===== src/rtl/branch_predict_unit_if.sv =====
// Fetch-lookup and execute-resolve bundle for branch_predict_unit.
// The statistics signals exist only when BRANCH_STATS_EN is defined.
interface branch_predict_unit_if #(
    parameter int XLEN = 32
);
    logic [XLEN-1:0] pred_pc;
    logic            pred_taken;
    logic            res_valid;
    logic [XLEN-1:0] res_pc;
    logic [XLEN-1:0] valA;
    logic [XLEN-1:0] valB;
    logic [3:0]      operacion;
    logic            res_pred;
    logic            resultado;
    logic            mispredict;
`ifdef BRANCH_STATS_EN
    logic            stats_clr;
    logic [31:0]     branch_count;
    logic [31:0]     mispredict_count;

    modport master (
        output pred_pc, res_valid, res_pc, valA, valB, operacion, res_pred, stats_clr,
        input  pred_taken, resultado, mispredict, branch_count, mispredict_count
    );
    modport slave (
        input  pred_pc, res_valid, res_pc, valA, valB, operacion, res_pred, stats_clr,
        output pred_taken, resultado, mispredict, branch_count, mispredict_count
    );
`else
    modport master (
        output pred_pc, res_valid, res_pc, valA, valB, operacion, res_pred,
        input  pred_taken, resultado, mispredict
    );
    modport slave (
        input  pred_pc, res_valid, res_pc, valA, valB, operacion, res_pred,
        output pred_taken, resultado, mispredict
    );
`endif
endinterface


===== src/rtl/branch_predict_unit.sv =====
// Branch resolver plus a PC-indexed table of 2-bit saturating direction counters.
// Optional resolution/misprediction counters are enabled with BRANCH_STATS_EN.
module branch_predict_unit #(
    parameter int XLEN        = 32,
    parameter int BHT_ENTRIES = 64,
    parameter int IDX_LSB     = 2
) (
    input  logic             clk,
    input  logic             rst_n,
    branch_predict_unit_if.slave bus
);
    localparam int IW = $clog2(BHT_ENTRIES);

    logic [XLEN-1:0] predPc;
    logic [XLEN-1:0] resPc;
    logic [XLEN-1:0] opA;
    logic [XLEN-1:0] opB;
    logic [IW-1:0]   predIdx;
    logic [IW-1:0]   resIdx;
    logic            outcome;
    logic            isBranch;
    logic            isCf;
    logic            unusedPcBits;

    logic [1:0] bht_q [BHT_ENTRIES];
    logic [1:0] bht_d [BHT_ENTRIES];

    assign predPc  = bus.pred_pc;
    assign resPc   = bus.res_pc;
    assign opA     = bus.valA;
    assign opB     = bus.valB;
    assign predIdx = predPc[IDX_LSB +: IW];
    assign resIdx  = resPc[IDX_LSB +: IW];
    assign unusedPcBits = ^{predPc, resPc};

    always_comb begin
        outcome  = 1'b0;
        isBranch = 1'b0;
        isCf     = 1'b0;
        case (bus.operacion)
            4'b1000: begin isBranch = 1'b1; outcome = (opA == opB); end
            4'b1001: begin isBranch = 1'b1; outcome = (opA != opB); end
            4'b1100: begin isBranch = 1'b1; outcome = ($signed(opA) <  $signed(opB)); end
            4'b1101: begin isBranch = 1'b1; outcome = ($signed(opA) >= $signed(opB)); end
            4'b1010: begin isBranch = 1'b1; outcome = (opA <  opB); end
            4'b1011: begin isBranch = 1'b1; outcome = (opA >= opB); end
            4'b1111: begin isCf = 1'b1; outcome = 1'b1; end
            default: begin end
        endcase
        isCf = isCf | isBranch;
    end

    assign bus.resultado  = outcome;
    assign bus.mispredict = bus.res_valid & isCf & (outcome != bus.res_pred);
    // Combinational read of the registered table gives read-before-write on a same-index update.
    assign bus.pred_taken = bht_q[predIdx][1];

    // Only conditional branches train; jumps carry no direction information.
    always_comb begin
        bht_d = bht_q;
        if (bus.res_valid && isBranch) begin
            if (outcome) begin
                if (bht_q[resIdx] != 2'b11) bht_d[resIdx] = bht_q[resIdx] + 2'd1;
            end else begin
                if (bht_q[resIdx] != 2'b00) bht_d[resIdx] = bht_q[resIdx] - 2'd1;
            end
        end
    end

    always_ff @(posedge clk or negedge rst_n) begin
        if (!rst_n) begin
            for (int i = 0; i < BHT_ENTRIES; i++) bht_q[i] <= 2'b01;
        end else begin
            bht_q <= bht_d;
        end
    end

`ifdef BRANCH_STATS_EN
    logic [31:0] branchCount_q;
    logic [31:0] branchCount_d;
    logic [31:0] mispredictCount_q;
    logic [31:0] mispredictCount_d;

    always_comb begin
        branchCount_d     = branchCount_q + {31'd0, bus.res_valid & isCf};
        mispredictCount_d = mispredictCount_q + {31'd0, bus.mispredict};
        if (bus.stats_clr) begin
            branchCount_d     = 32'd0;
            mispredictCount_d = 32'd0;
        end
    end

    always_ff @(posedge clk or negedge rst_n) begin
        if (!rst_n) begin
            branchCount_q     <= 32'd0;
            mispredictCount_q <= 32'd0;
        end else begin
            branchCount_q     <= branchCount_d;
            mispredictCount_q <= mispredictCount_d;
        end
    end

    assign bus.branch_count     = branchCount_q;
    assign bus.mispredict_count = mispredictCount_q;
`endif
endmodule


===== src/flat_wrapper.sv =====
// flat-port wrapper written by rule: the top's interface ports become plain ports
module branch_predict_unit_flat 
#(
    parameter int XLEN        = 32,
    parameter int BHT_ENTRIES = 64,
    parameter int IDX_LSB     = 2
)
  (clk, rst_n, bus_pred_pc, bus_res_valid, bus_res_pc, bus_valA, bus_valB, bus_operacion, bus_res_pred, bus_pred_taken, bus_resultado, bus_mispredict);
  branch_predict_unit_if #(.XLEN(XLEN)) bus_i ();
  input  logic clk;
  input  logic rst_n;
  input wire logic [$bits(bus_i.pred_pc)-1:0] bus_pred_pc;
  input wire logic [$bits(bus_i.res_valid)-1:0] bus_res_valid;
  input wire logic [$bits(bus_i.res_pc)-1:0] bus_res_pc;
  input wire logic [$bits(bus_i.valA)-1:0] bus_valA;
  input wire logic [$bits(bus_i.valB)-1:0] bus_valB;
  input wire logic [$bits(bus_i.operacion)-1:0] bus_operacion;
  input wire logic [$bits(bus_i.res_pred)-1:0] bus_res_pred;
  output wire logic [$bits(bus_i.pred_taken)-1:0] bus_pred_taken;
  output wire logic [$bits(bus_i.resultado)-1:0] bus_resultado;
  output wire logic [$bits(bus_i.mispredict)-1:0] bus_mispredict;
  assign bus_i.pred_pc = bus_pred_pc;
  assign bus_i.res_valid = bus_res_valid;
  assign bus_i.res_pc = bus_res_pc;
  assign bus_i.valA = bus_valA;
  assign bus_i.valB = bus_valB;
  assign bus_i.operacion = bus_operacion;
  assign bus_i.res_pred = bus_res_pred;
  assign bus_pred_taken = bus_i.pred_taken;
  assign bus_resultado = bus_i.resultado;
  assign bus_mispredict = bus_i.mispredict;
  branch_predict_unit #(.XLEN(XLEN), .BHT_ENTRIES(BHT_ENTRIES), .IDX_LSB(IDX_LSB)) u_core (.clk(clk), .rst_n(rst_n), .bus(bus_i));
endmodule

===== config.mk =====
export PLATFORM = sky130hd
export DESIGN_NAME = branch_predict_unit_flat
export DESIGN_NICKNAME = d
export VERILOG_FILES = /design/src/rtl/branch_predict_unit_if.sv /design/src/rtl/branch_predict_unit.sv /design/src/flat_wrapper.sv
export SDC_FILE = /design/constraint.sdc
export NUM_CORES = 1
export LEC_CHECK = 0
export ABC_AREA = 1
export CAP_MARGIN = 25
export CELL_PAD_IN_SITES_DETAIL_PLACEMENT = 2
export CELL_PAD_IN_SITES_GLOBAL_PLACEMENT = 2
export CORE_MARGIN = 5
export CORE_UTILIZATION = 31
export DETAILED_ROUTE_END_ITERATION = 7
export MAX_ROUTING_LAYER = met4
export PLACE_DENSITY_LB_ADDON = 0.15
export SLEW_MARGIN = 40
export SYNTH_ARGS = -nofsm -noshare
export SYNTH_HDL_FRONTEND = slang
export SYNTH_SLANG_ARGS = --single-unit

===== constraint.sdc =====
create_clock -name clk -period 2.8 [get_ports clk]
set_input_delay 0.42 -clock clk [delete_from_list [all_inputs] [get_ports clk]]
set_output_delay 0.42 -clock clk [all_outputs]
set_load 0.1 [all_outputs]

==> results.sh, run 1 <==
export IMPL_reg2reg_to="u_core.bht_q[65]$_DFFE_PN0P_"
export IMPL_slew_headroom_pct=36.9
export IMPL_dieWidth_um=177
export IMPL_critPathMostFrequentCell="nand2_2"
export IMPL_yosys_mux_area_fraction_pct=0
export IMPL_routed_wl_um=71700
export IMPL_drc_errors=0
export IMPL_ys_seq_elements=128
export IMPL_ys_async_sr_fraction_pct=100
export IMPL_post_route_min_period_ns=3.87
export IMPL_synth_seq_area_share_pct=38.1
export IMPL_whs_ns=0.464
export IMPL_syn_to_final_growth_pct=77.0
export IMPL_dp_hpwl_um=26400
export IMPL_worst_setup_path_start_kind="primary input"
export IMPL_synth_edff_count=0
export IMPL_groute_usage_overall_pct=38.7
export IMPL_synthFlopType="dfstp_2"
export IMPL_reg2reg_depth=20
export IMPL_yosysMostFrequentCell="nand2_1"
export IMPL_cap_viol_max_count=0
export IMPL_worst_path_buf_inv=10
export IMPL_hold_class="reg -> reg"
export IMPL_leakage_nw=6.37
export IMPL_clock_skew_final_ns=0.0162
export IMPL_min_period_over_period_pct=138
export IMPL_rrSetupSlack_ns=-0.92
export IMPL_antenna_left=0
export IMPL_p_per_area_nw_per_um2=466
export IMPL_core_area_um2=27600
export IMPL_synth_distinct_cells=43
export IMPL_total_power_mw=7.10
export IMPL_start_util_pct=31.2
export IMPL_ys_warnings_count=0
export IMPL_num_vias=12200
export IMPL_cp_depth=25
export IMPL_syn_nets=1379
export IMPL_die_h_um=177
export IMPL_crit_path_start="bus_res_pc[3]"
export IMPL_synth_avg_cell_area_um2=7.12
export IMPL_path_class="in -> reg"
export IMPL_post_drt_wl_per_cell_um=39.0
export IMPL_first_pass_iters=6
export IMPL_vdd_drop_max_uv=364
export IMPL_synth_adder_area_share_pct=4.94
export IMPL_final_cells=1838
export IMPL_crit_fanout=6
export IMPL_place_inst=1715
export IMPL_htreeDepth=4
export IMPL_globalplace_congestion=0.867
export IMPL_failed_checks="setup timing"
export IMPL_synth_simple_area_share_pct=39.3
export IMPL_cp_top_family="simple AND/OR/NAND/NOR gates"
export IMPL_drtIter0Drc=1298
export IMPL_worstPathArrival_ns=4.20
export IMPL_clk_pin_slew_ns=0.06
export IMPL_crit_path_end_kind="flip-flop"
export IMPL_grt_pass1_wl_um=87000
export IMPL_synth_area_top_cells="dfstp_2, dfrtp_1, nand2_1"
export IMPL_crit_required_ns=3.13
export IMPL_ios=139
export IMPL_hold_viol=0
export IMPL_setup_slack_ns=-1.07
export IMPL_synthTopCellsByCount="nand2_1, nand3_1, nor2_1"
export IMPL_holdPathStages=2
export IMPL_slowest_delay_ns=0.47
export IMPL_max_freq_mhz=258
export IMPL_netlist_area_um2=8610
export IMPL_grt_max_degree=71
export IMPL_critPathSlowestCell="nand4_1"
export IMPL_yosys_area_share_xor_xnor_pct=0.102
export IMPL_cts_sinks=128
export IMPL_synthCells=1209
export IMPL_endpoint="u_core.bht_q[65]$_DFFE_PN0P_"
export IMPL_overflow=0
export IMPL_synth_compound_area_share_pct=9.50
export IMPL_drive_gt1_share_pct=53.4
export IMPL_clock_latency_ns=0.47
export IMPL_die_area_um2=31200
export IMPL_rows=61
export IMPL_final_fill_count=2772
export IMPL_routed_via_density=6.62
export IMPL_io_buffers=86
export IMPL_cts_root_buf="clkbuf_16"
export IMPL_synth_top_cell_area_share_pct=19.5
export IMPL_antenna_found_initial=1
export IMPL_worst_pin_slew_ns=0.943
export IMPL_drv_slew=0
export IMPL_cts_buffer_depth=2
export IMPL_outcome="finished with violations"
export IMPL_first_global_vias=12900
export IMPL_final_nets=1616
export IMPL_rsz0062_at_grt="true"
export IMPL_cts_buffers=17
export IMPL_setup_violations=131
export IMPL_synth_top_family_by_area="simple AND/OR/NAND/NOR gates"
export IMPL_synth_top_cell_by_area="dfstp_2"
export IMPL_tritoncts="done"
-- worst min-delay path by stage --
stage / start / endpoint
after floorplan: rst_n / u_core.bht_q[101]$_DFFE_PN0P_
after global placement: rst_n / u_core.bht_q[77]$_DFFE_PN0P_
after detailed placement: rst_n / u_core.bht_q[77]$_DFFE_PN0P_
after CTS: flip-flop / flip-flop
after global routing: flip-flop / flip-flop
final: flip-flop / flip-flop
-- layout make-up --
cell class	count	area (um2)	area share [%]
Multi-Input combinational cell	928	7170	47.0
Timing Repair Buffer	285	3320	21.8
Sequential cell	128	3280	21.6
Tap cell	378	473	3.10
Clock buffer	18	429	2.82
Inverter	86	344	2.26
Clock inverter	14	215	1.41
Antenna cell	1	2.50	0.0164
-- cell families (layout without fill, tap and decap cells) --
group | Yosys count | after routing
AND/OR/NAND/NOR | 766 | 766
buffers and inverters | 153 | 403
flip-flops | 128 | 128
AO/OA/AOI/OAI | 127 | 127
adder cells (fa/ha/maj) | 34 | 34
XOR/XNOR | 1 | 1
other | 0 | 1
-- stage by stage --
step	util (%)	setup TNS, ns	worst slack [ns]	area (um2)
finish	55.1	-123.72	-1.07	15200
global route	55.1	-115.02	-0.994	15200
global placement	39.0	-103.29	-0.848	10800
floorplan	-	-0.334	-0.334	8680
CTS	51.2	-4.30	-0.140	14100
detailed placement	39.0	-120.14	-1.00	10800
-- power by group --
group,internal (mW),switching [mW]
sequential,1.96,0.115
combinational,0.959,1.41
clock,1.58,1.07
total,4.50,2.59
-- worst register-to-register path: cells and delay by family (launching register included) --
family | cells | cell delay (ns)
adder cells (fa/ha/maj) | 1 | 0.20
flip-flops | 1 | 0.38
buffers and inverters | 6 | 0.74
AO/OA/AOI/OAI | 1 | 0.21
AND/OR/NAND/NOR | 12 | 2.07
-- layer usage --
metal  up-vias  routed length, um  GRT usage (%)  share of wire (%)
met2       995              33300           63.0                 46
li1       4605                  -              -                  -
met4         0               6970           24.2                9.7
met1      6053              24500           43.0                 34
met3       511               6950           8.89                9.7
met5         -                  0              -                  0
-- placed cells by master, fill, tap and decap left out, types with 9 or more instances in the layout --
cell type	netlist	final
a21oi_2	1	11
nand2_2	2	149
nand3_1	147	24
a22oi_1	19	16
inv_2	5	42
nor2_1	124	111
nor3_1	13	9
buf_12	0	39
nand3_2	3	51
clkdlybuf4s50_1	0	10
ha_4	0	32
o22ai_1	14	9
inv_1	77	33
buf_4	10	109
nand2_4	0	20
dfstp_2	64	64
buf_6	7	31
clkbuf_16	0	18
dlygate4sd2_1	0	16
dfrtp_1	64	63
buf_16	0	25
nor2_4	1	13
clkbuf_2	0	29
o21ai_0	43	32
o21ai_1	0	9
nand3_4	2	77
nand2_1	386	218
clkdlybuf4s15_1	0	15
nand4_1	79	79
-- repair_timing --
action | CTS | global route
pin swaps | 201 | 198
hold buffers | 1 | 0
hold endpoints to repair | 26 | 0
gates resized for setup | 423 | 395
setup endpoints to repair | 131 | 131
cloned | 28 | 1
setup buffers | 53 | 24
No activity file was read; power rests on OpenSTA's default activity.
==> inputs of run 2 (changes only) <==
CAP_MARGIN = 5   (was 25)
==> results of run 2 <==
The final DEF is identical to that of run 1; final timing and power are the same.
==> inputs of run 3 (changes only) <==
GPL_TIMING_DRIVEN = 0   (was default)
==> run 3 against run 2 <==
The run still ends with setup timing left. Combinational power shrank 32%. Clock skew shrank 0.0050 ns. Sequential power shrank 2%. Critical path depth shrank 9. Worst setup slack gained 0.89 ns. Fmax grew 30%. Largest cell class unchanged.
==> results.sh, run 3 (synthesis gave the netlist of run 1 again) <==
export IMPL_clock_latency_ns=0.44
export IMPL_cap_viol_max_count=0
export IMPL_final_cell_mix="nand2_1, nor2_1, nand3_1"
export IMPL_crit_fanout=4
export IMPL_crit_path_start="bus_valB[31]"
export IMPL_drive_gt1_share_pct=37.4
export IMPL_drtIter0Drc=676
export IMPL_overflow=0
export IMPL_worst_path_buf_inv=4
export IMPL_clock_skew_final_ns=0.0112
export IMPL_slowest_delay_ns=0.30
export IMPL_critPathSlowestCell="ha_4"
export IMPL_routed_via_density=5.81
export IMPL_setup_slack_ns=-0.186
export IMPL_cp_top_family="simple AND/OR/NAND/NOR gates"
export IMPL_htreeDepth=4
export IMPL_outcome="finished with violations"
export IMPL_final_nets=1555
export IMPL_io_buffers=82
export IMPL_core_area_um2=27600
export IMPL_antenna_left=0
export IMPL_failed_checks="setup timing"
export IMPL_worstPathArrival_ns=2.57
export IMPL_first_pass_iters=5
export IMPL_post_route_min_period_ns=2.99
export IMPL_drc_errors=0
export IMPL_critPathMostFrequentCell="nand2_4"
export IMPL_cp_cell_sequence="buf_6 -> inv_2 -> ha_4 -> nand2_4 -> nor2_4 -> nand2_4 -> nor3_4 -> nand2_4 -> buf_4 -> nand3_4 -> nand3_4 -> nand2_4 -> nand3_4 -> xnor2_4 -> nor2_4 -> buf_12"
export IMPL_vdd_drop_max_uv=334
export IMPL_tritoncts="done"
export IMPL_final_cells=1776
export IMPL_first_global_vias=10700
export IMPL_start_util_pct=31.2
export IMPL_post_drt_wl_per_cell_um=26.9
export IMPL_cts_root_buf="clkbuf_16"
export IMPL_crit_required_ns=2.38
export IMPL_total_power_mw=6.11
export IMPL_rsz0062_at_grt="true"
export IMPL_globalplace_congestion=0.872
export IMPL_cts_buffer_depth=2
export IMPL_worst_pin_slew_ns=0.882
export IMPL_routed_wl_um=47700
export IMPL_final_fill_count=3067
export IMPL_worst_setup_path_start_kind="primary input"
export IMPL_crit_path_end_kind="output port"
export IMPL_antenna_found_initial=0
export IMPL_diodes=0
export IMPL_place_inst=1670
export IMPL_num_vias=10300
export IMPL_hold_viol=0
export IMPL_path_class="in -> out"
export IMPL_die_area_um2=31200
export IMPL_max_freq_mhz=335
export IMPL_grt_max_degree=66
export IMPL_dieWidth_um=177
export IMPL_mostFrequentLayoutCell="nand2_1"
export IMPL_setup_violations=129
export IMPL_syn_to_final_growth_pct=48.4
export IMPL_dp_hpwl_um=27300
export IMPL_cts_sinks=128
export IMPL_cts_buffers=17
export IMPL_drv_slew=0
export IMPL_rows=61
export IMPL_hold_class="reg -> reg"
export IMPL_groute_usage_overall_pct=28.0
export IMPL_setup_tns_final_ns=-8.59
export IMPL_die_h_um=177
export IMPL_clk_pin_slew_ns=0.07
export IMPL_leakage_nw=5.71
export IMPL_pre_cts_slack_ns=-2.52
export IMPL_grt_pass1_wl_um=64500
export IMPL_min_period_over_period_pct=107
export IMPL_slew_headroom_pct=41.2
export IMPL_ios=139
export IMPL_p_per_area_nw_per_um2=478
run 3: worst reg2reg max path: stages (launching register included):
cell and delay, ns:
dfstp_2 0.37, nand2_1 0.07, nand2_1 0.10, a221oi_4 0.24, nand4_1 0.22, nand2_1 0.13
nand2_1 0.05, inv_1 0.06, nand2_2 0.06, nor2_4 0.11, buf_6 0.13, inv_1 0.05
ha_2 0.18, inv_2 0.09, nand2_4 0.08, nand2_8 0.11, clkbuf_16 0.19, buf_12 0.12
nand3_2 0.08, nand2_1 0.17, nand2_1 0.09
run 3: final cells by class:
cell class                      instances  area [um2]  area share [%]
Tap cell                              378         473            3.70
Sequential cell                       128        3280            25.7
Timing Repair Buffer                  157        1500            11.8
Inverter                               86         380            2.98
Buffer                                 66         599            4.69
Clock buffer                           20         467            3.65
Clock inverter                         12         158            1.23
Multi-Input combinational cell        929        5910            46.3
run 3: per-stage QoR:
stage               area, um2  hold slack, ns  utilization, %
finish                  12800           0.463            46.2
global route            12800           0.481            46.2
CTS                     12000           0.467            43.3
detailed placement       9990           0.410            36.2
global placement         9970           0.451            36.1
floorplan                8680           0.124               -
run 3: path summary, 6_finish.rpt:
path | end | slack [ns] | cells past startpoint
max | bus_mispredict | -0.19 | 16
min | flip-flop | 0.46 | 2
max reg2reg | u_core.bht_q[85]$_DFFE_PN0P_ | -0.01 | 20
min reg2reg | flip-flop | 0.46 | 2
max in group asynchronous | asynchronous set/reset pin | 1.45 | 3
min in group asynchronous | u_core.bht_q[81]$_DFFE_PN0P_ | 0.55 | 2
run 3: report_power, final:
part | total, mW | switching (mW) | internal, mW
clock network | 2.46 | 0.981 | 1.48
logic | 1.61 | 0.969 | 0.639
registers | 2.04 | 0.0800 | 1.96
total | 6.11 | 2.03 | 4.08
run 3: metal layers:
metal | up-vias | global-route usage (%) | wire length (um)
met4 | 0 | 9.54 | 2060
met1 | 5340 | 34.3 | 19400
met3 | 128 | 5.00 | 2540
li1 | 4468 | - | -
met5 | - | - | 0
met2 | 382 | 46.9 | 23700
run 3: repair_timing:
item	in CTS	in global routing
hold buffers	1	0
endpoints found under the hold margin	32	0
gates resized for setup	397	220
cloned	3	6
pin swaps	107	84
setup endpoints to repair	131	131
setup buffers	47	20
